**config.mk**
```make
export PLATFORM = sky130hd
export DESIGN_NAME = muldiv_unit
export DESIGN_NICKNAME = d
export VERILOG_FILES = /design/src/rtl/muldiv_unit.sv
export SDC_FILE = /design/constraint.sdc
export NUM_CORES = 1
export LEC_CHECK = 0
export ABC_AREA = 1
export ABC_CLOCK_PERIOD_IN_PS = 6520
export CELL_PAD_IN_SITES_DETAIL_PLACEMENT = 0
export CELL_PAD_IN_SITES_GLOBAL_PLACEMENT = 2
export CORE_MARGIN = 1.5
export CORE_UTILIZATION = 35
export CTS_CLUSTER_SIZE = 20
export DETAILED_ROUTE_END_ITERATION = 12
export HOLD_SLACK_MARGIN = 0.05
export PLACE_DENSITY = 0.95
export SLEW_MARGIN = 20
export SYNTH_ARGS = -nofsm -noshare
export SYNTH_HDL_FRONTEND = slang
export SYNTH_SLANG_ARGS = --single-unit
```
**constraint.sdc**
```tcl
create_clock -name clk -period 6.52 [get_ports clk]
set_clock_uncertainty 0.1 [all_clocks]
set_input_delay 1.956 -clock clk [delete_from_list [all_inputs] [get_ports clk]]
set_output_delay 1.956 -clock clk [all_outputs]
set_load 0.05 [all_outputs]
```
**src/rtl/muldiv_unit.sv**
```systemverilog
// Iterative radix-2 RV32M multiply/divide unit with a start/busy/done handshake.
// Build option MULDIV_EARLY_OUT_EN: multiplies leave CALC once the remaining multiplier bits are zero.
module muldiv_unit #(
    parameter int  DATA_WIDTH = 32,
    localparam int CNT_WIDTH  = $clog2(DATA_WIDTH) + 1
) (
    input  logic                  clk,
    input  logic                  rst_n,
    input  logic                  start_i,
    input  logic [2:0]            funct3_i,
    input  logic [DATA_WIDTH-1:0] src_a_i,
    input  logic [DATA_WIDTH-1:0] src_b_i,
    input  logic                  flush_i,
    output logic                  busy_o,
    output logic                  done_o,
    output logic [DATA_WIDTH-1:0] result_o
);
    localparam logic [1:0] S_IDLE = 2'd0;
    localparam logic [1:0] S_CALC = 2'd1;
    localparam logic [1:0] S_FIX  = 2'd2;
    localparam logic [1:0] S_DONE = 2'd3;

    localparam logic [DATA_WIDTH-1:0] MIN_NEG = {1'b1, {(DATA_WIDTH-1){1'b0}}};
    localparam logic [DATA_WIDTH-1:0] ONES    = {DATA_WIDTH{1'b1}};

    logic [1:0]            r_state;
    logic [CNT_WIDTH-1:0]  r_cnt;
    logic [2:0]            r_funct3;
    logic                  r_neg;
    logic                  r_special;
    // Multiply: {r_acc, r_lo} is the product register, r_lo starts as |b|, r_opnd is |a|.
    // Divide: r_acc is the partial remainder, r_lo dividend/quotient, r_opnd the divisor.
    logic [DATA_WIDTH-1:0] r_acc;
    logic [DATA_WIDTH-1:0] r_lo;
    logic [DATA_WIDTH-1:0] r_opnd;
    logic [DATA_WIDTH-1:0] r_result;

    logic                  w_is_div, w_sgn_a, w_sgn_b, w_neg_a, w_neg_b;
    logic                  w_b_zero, w_ovf, w_special, w_neg_res;
    logic [DATA_WIDTH-1:0] w_abs_a, w_abs_b, w_spec_val;

    always_comb begin
        w_is_div   = funct3_i[2];
        w_sgn_a    = w_is_div ? ~funct3_i[0] : (funct3_i[1:0] != 2'b11);
        w_sgn_b    = w_is_div ? ~funct3_i[0] : ~funct3_i[1];
        w_neg_a    = w_sgn_a & src_a_i[DATA_WIDTH-1];
        w_neg_b    = w_sgn_b & src_b_i[DATA_WIDTH-1];
        w_abs_a    = w_neg_a ? -src_a_i : src_a_i;
        w_abs_b    = w_neg_b ? -src_b_i : src_b_i;
        w_b_zero   = (src_b_i == '0);
        w_ovf      = ~funct3_i[0] & (src_a_i == MIN_NEG) & (src_b_i == ONES);
        w_special  = w_is_div & (w_b_zero | w_ovf);
        w_spec_val = w_b_zero ? (funct3_i[1] ? src_a_i : ONES)
                              : (funct3_i[1] ? '0 : MIN_NEG);
        // Remainder follows the dividend sign; everything else follows the sign product.
        w_neg_res  = (w_is_div & funct3_i[1]) ? w_neg_a : (w_neg_a ^ w_neg_b);
    end

    logic [DATA_WIDTH:0]   w_sum, w_shift;
    logic [DATA_WIDTH-1:0] w_diff, w_acc_nxt, w_lo_nxt;
    logic [CNT_WIDTH-1:0]  w_cnt_m1;
    logic                  w_ge, w_calc_exit;

    always_comb begin
        w_sum    = {1'b0, r_acc} + (r_lo[0] ? {1'b0, r_opnd} : '0);
        w_shift  = {r_acc, r_lo[DATA_WIDTH-1]};
        w_ge     = (w_shift >= {1'b0, r_opnd});
        w_diff   = w_shift[DATA_WIDTH-1:0] - r_opnd;
        w_cnt_m1 = r_cnt - CNT_WIDTH'(1);
        if (r_funct3[2]) begin
            w_acc_nxt = w_ge ? w_diff : w_shift[DATA_WIDTH-1:0];
            w_lo_nxt  = {r_lo[DATA_WIDTH-2:0], w_ge};
        end else begin
            w_acc_nxt = w_sum[DATA_WIDTH:1];
            w_lo_nxt  = {w_sum[0], r_lo[DATA_WIDTH-1:1]};
        end
`ifdef MULDIV_EARLY_OUT_EN
        // The low r_cnt-1 bits of the next r_lo are the multiplier bits still to be consumed.
        w_calc_exit = (r_cnt == CNT_WIDTH'(1)) |
                      (~r_funct3[2] & ((w_lo_nxt & ~(ONES << w_cnt_m1)) == '0));
`else
        w_calc_exit = (r_cnt == CNT_WIDTH'(1));
`endif
    end

    logic [2*DATA_WIDTH-1:0] w_prod, w_prod_s;
    logic [DATA_WIDTH-1:0]   w_dv, w_dv_s, w_fix_res;

    always_comb begin
`ifdef MULDIV_EARLY_OUT_EN
        w_prod = {r_acc, r_lo} >> r_cnt;
`else
        w_prod = {r_acc, r_lo};
`endif
        w_prod_s = r_neg ? -w_prod : w_prod;
        w_dv     = r_funct3[1] ? r_acc : r_lo;
        w_dv_s   = r_neg ? -w_dv : w_dv;
        if (r_special)
            w_fix_res = r_lo;
        else if (r_funct3[2])
            w_fix_res = w_dv_s;
        else if (r_funct3[1:0] == 2'b00)
            w_fix_res = w_prod_s[DATA_WIDTH-1:0];
        else
            w_fix_res = w_prod_s[2*DATA_WIDTH-1:DATA_WIDTH];
    end

    always_ff @(posedge clk or negedge rst_n) begin
        if (!rst_n) begin
            r_state   <= S_IDLE;
            r_cnt     <= '0;
            r_funct3  <= '0;
            r_neg     <= 1'b0;
            r_special <= 1'b0;
            r_acc     <= '0;
            r_lo      <= '0;
            r_opnd    <= '0;
            r_result  <= '0;
        end else if (flush_i) begin
            r_state <= S_IDLE;
        end else begin
            case (r_state)
                S_IDLE, S_DONE: begin
                    if (start_i) begin
                        r_funct3  <= funct3_i;
                        r_neg     <= w_neg_res;
                        r_special <= w_special;
                        r_acc     <= '0;
                        r_lo      <= w_special ? w_spec_val : (w_is_div ? w_abs_a : w_abs_b);
                        r_opnd    <= w_is_div ? w_abs_b : w_abs_a;
                        r_cnt     <= w_special ? '0 : CNT_WIDTH'(DATA_WIDTH);
                        r_state   <= w_special ? S_FIX : S_CALC;
                    end else begin
                        r_state <= S_IDLE;
                    end
                end
                S_CALC: begin
                    r_acc <= w_acc_nxt;
                    r_lo  <= w_lo_nxt;
                    r_cnt <= w_cnt_m1;
                    if (w_calc_exit) r_state <= S_FIX;
                end
                S_FIX: begin
                    r_result <= w_fix_res;
                    r_state  <= S_DONE;
                end
                default: r_state <= S_IDLE;
            endcase
        end
    end

    assign busy_o   = (r_state == S_CALC) || (r_state == S_FIX);
    assign done_o   = (r_state == S_DONE);
    assign result_o = r_result;
endmodule

```
==> impl_metrics.ini <==
[outcome]
status = finished with violations
violations = DRC

[synthesis]
synth_cell_type_count = 53
ys_ff_latch = 141
yosysWarningCount = 0
syn_area_mm2 = 0.0187
synth.avg_cell_area_um2 = 5.59
syn_nets = 3502
synth_edf_count = 0
netlist_instances = 3354
synthFlopType = dfrtp_1
async_flop_share_pct = 100
yosysSeqAreaShare_pct = 18.8

[clocking]
cts_setup_buffers = 0
cts-buffers-inserted = 17
clock_latency_ps = 520
clk_pin_slew_worst_paths_ps = 80
clockBufferDepth = 2
postCtsResizedCells = 0
cts_tree = yes
cts_sinks = 141
cts-root-buf = clkbuf_16
cts_max_level = 4
hold_buffers = 0

[placed_design]
place_ws_ps = 1610
portBuffers = 104
place_congestion = 1.00
place_hpwl_um = 74900

[final_layout]
drive_gt1_share_pct = 4.06
area_growth_pct = 11.5
fillers = 6044
nets = 3530
final_cell_mix = nand2_1, nor2_1, inv_1
finish.utilization_pct = 39.6
final_common_cell = nand2_1
antennaDiodeCount = 0

[sta]
slew_headroom_pct = 37.8
setup_viol = 0
finalSetupTns_ps = 0
fmax_mhz = 224
min_period_over_period_pct = 68.4
rsz0062_at_grt = false
hold_viol = 0
fin_ws_ps = 2060
worstMarginPinSlew_ps = 933
slew_violations = 0
period_needed_ps = 4460

[route]
wl_um = 93000
drc = 3
vias = 23000
wire_per_inst_um = 22.8
firstDrtPassIters = 9
via_per_inst = 5.63
drt_iter0_drc = 2566
drtAntennaViolNets = 0

[floorplanning]
ioPinCount = 105
die_area_mm2 = 0.0550
std_cell_rows = 84
start_util_pct = 35.5
die_h_um = 234
die_w_um = 234
coreArea_mm2 = 0.0528

[power_and_ir_drop]
swShare_pct = 63.7
clockPowerShare_pct = 8.9
p_comb_share_pct = 73.7
intPower_w = 0.00456
ir_worst_vdd_uv = 302
power.density_mw_per_mm2 = 601
p_leak_nw = 10.5
pwr-share-seq_pct = 17.4
p_sw_w = 0.00800

[job]
maxCapViolCount = 0

[grt]
globalRouteOverflowTotal = 0
grt_pass1_wl_um = 138000
antenna_found_initial = 1
grt_usage_pct = 34.0
grt_max_degree = 80
grt_pass1_vias = 21400

[setup_path]
critPathRequiredTime_ps = 6860
start_kind = input pin
reg2reg_slack_ps = 2870
slowest_stage = clkdlybuf4s50_1
cp_cell_sequence = clkdlybuf4s50_1 -> buf_4 -> nand2_2 -> o211ai_4 -> inv_2 -> nand2_1 -> xor2_1 -> nand2_1 -> nand3_1 -> nand2_1 -> a21oi_1
endpoint_kind = register
crit_family = buffers and inverters
critPathKind = in2reg
worstPathArrival_ps = 4800
crit_path_frequent_cell = nand2_1
worst-path-max-fanout = 23
critPathMaxStageDelay_ps = 730
crit_buf_inv = 3

[hold_path]
hold_class = reg2reg
[cells in the mapped netlist, types with 5 or more instances]
library cell | count | area share (%)
ha_1 | 75 | 5.0
inv_1 | 356 | 7.1
nor2_4 | 8 | 0.48
nand3b_1 | 15 | 0.60
o21ai_1 | 33 | 0.88
nand4_1 | 75 | 2.5
o22ai_1 | 5 | 0.17
buf_1 | 7 | 0.14
nor2_1 | 401 | 8.0
o21ai_0 | 223 | 6.0
buf_2 | 23 | 0.61
nor2_2 | 10 | 0.33
nand2_2 | 15 | 0.50
buf_6 | 10 | 0.60
a22oi_1 | 20 | 0.80
o21bai_1 | 5 | 0.20
nand3_1 | 305 | 8.1
a31oi_1 | 6 | 0.20
o211ai_1 | 39 | 1.6
nand2_1 | 1116 | 22
a21oi_1 | 199 | 5.3
clkbuf_1 | 74 | 1.5
o21ai_2 | 16 | 0.75
a21o_1 | 9 | 0.36
xnor2_1 | 11 | 0.51
xor2_1 | 65 | 3.0
buf_4 | 7 | 0.28
inv_2 | 8 | 0.16
nor3_1 | 28 | 0.75
o221ai_1 | 12 | 0.56
dfrtp_1 | 141 | 19
[metrics by stage]
stage	hold WS (ps)	std cells	power (W)	instance area, um2
2_1_floorplan	374	3354	0.00807	18700
3_3_place_gp	360	4051	0.0112	20300
3_5_place_dp	367	4051	0.0112	20300
4_1_cts	386	4083	0.0123	20900
5_1_grt	396	4083	0.0135	20900
6_report	380	4083	0.0126	20900
[final cells by class]
| cell class | instances | area (um2) | share of cell area, % |
|---|---|---|---|
| multi-input combinational | 2721 | 13200 | 63.3 |
| tap | 688 | 861 | 4.12 |
| sequential | 141 | 3540 | 16.9 |
| inverter | 369 | 1390 | 6.64 |
| timing repair buffer | 132 | 1260 | 6.05 |
| clock buffer | 17 | 425 | 2.04 |
| clock inverter | 15 | 191 | 0.916 |
[sequential cells by signal (all words and copies together), names as in the netlist]
register,flops
r_special,1
result_o,32
r_opnd,32
r_state,2
r_lo,32
r_funct3,3
r_cnt,6
r_acc,32
r_neg,1
[power groups by stage]
stage               Combinational [W]  Sequential [W]  Clock, W
detailed placement            0.00903         0.00214         0
CTS                           0.00907         0.00213   0.00113
global placement              0.00904         0.00214         0
global route                   0.0102         0.00218   0.00116
finish                        0.00925         0.00218   0.00112
floorplan                     0.00615         0.00192         0
[logic make-up after synthesis]
| logic type | synth area share [%] |
|---|---|
| xor+xnor | 3.55 |
| simple gates | 44.5 |
| compound gates | 17.3 |
| flops | 18.8 |
| buf+inv | 10.7 |
| fa+ha+maj | 5.22 |
[tightest hold or removal path: stages, from the launching register on]
cell,delay (ps)
dfrtp_1,350
nand2_1,50
nand2_1,50
[per-layer routing]
layer  track usage (%)  up-vias  share of wire, %
li1                  -    11000                 -
met1              46.8    10800                44
met2              53.0      983                44
met3              4.37      163               6.9
met4              15.3        2               4.6
met5                 0        -             0.014
[worst paths after layout]
check                      cells after the start           end          from
max in group asynchronous                      2   r_funct3[2]         rst_n
max                                           11      r_lo[13]   funct3_i[2]
max reg2reg                                   18     r_acc[13]       r_lo[0]
min reg2reg                                    2  result_o[28]  result_o[28]
min                                            2  result_o[28]  result_o[28]
min in group asynchronous                      1  result_o[24]         rst_n
Note: power is estimated with default switching activity, not from simulation.
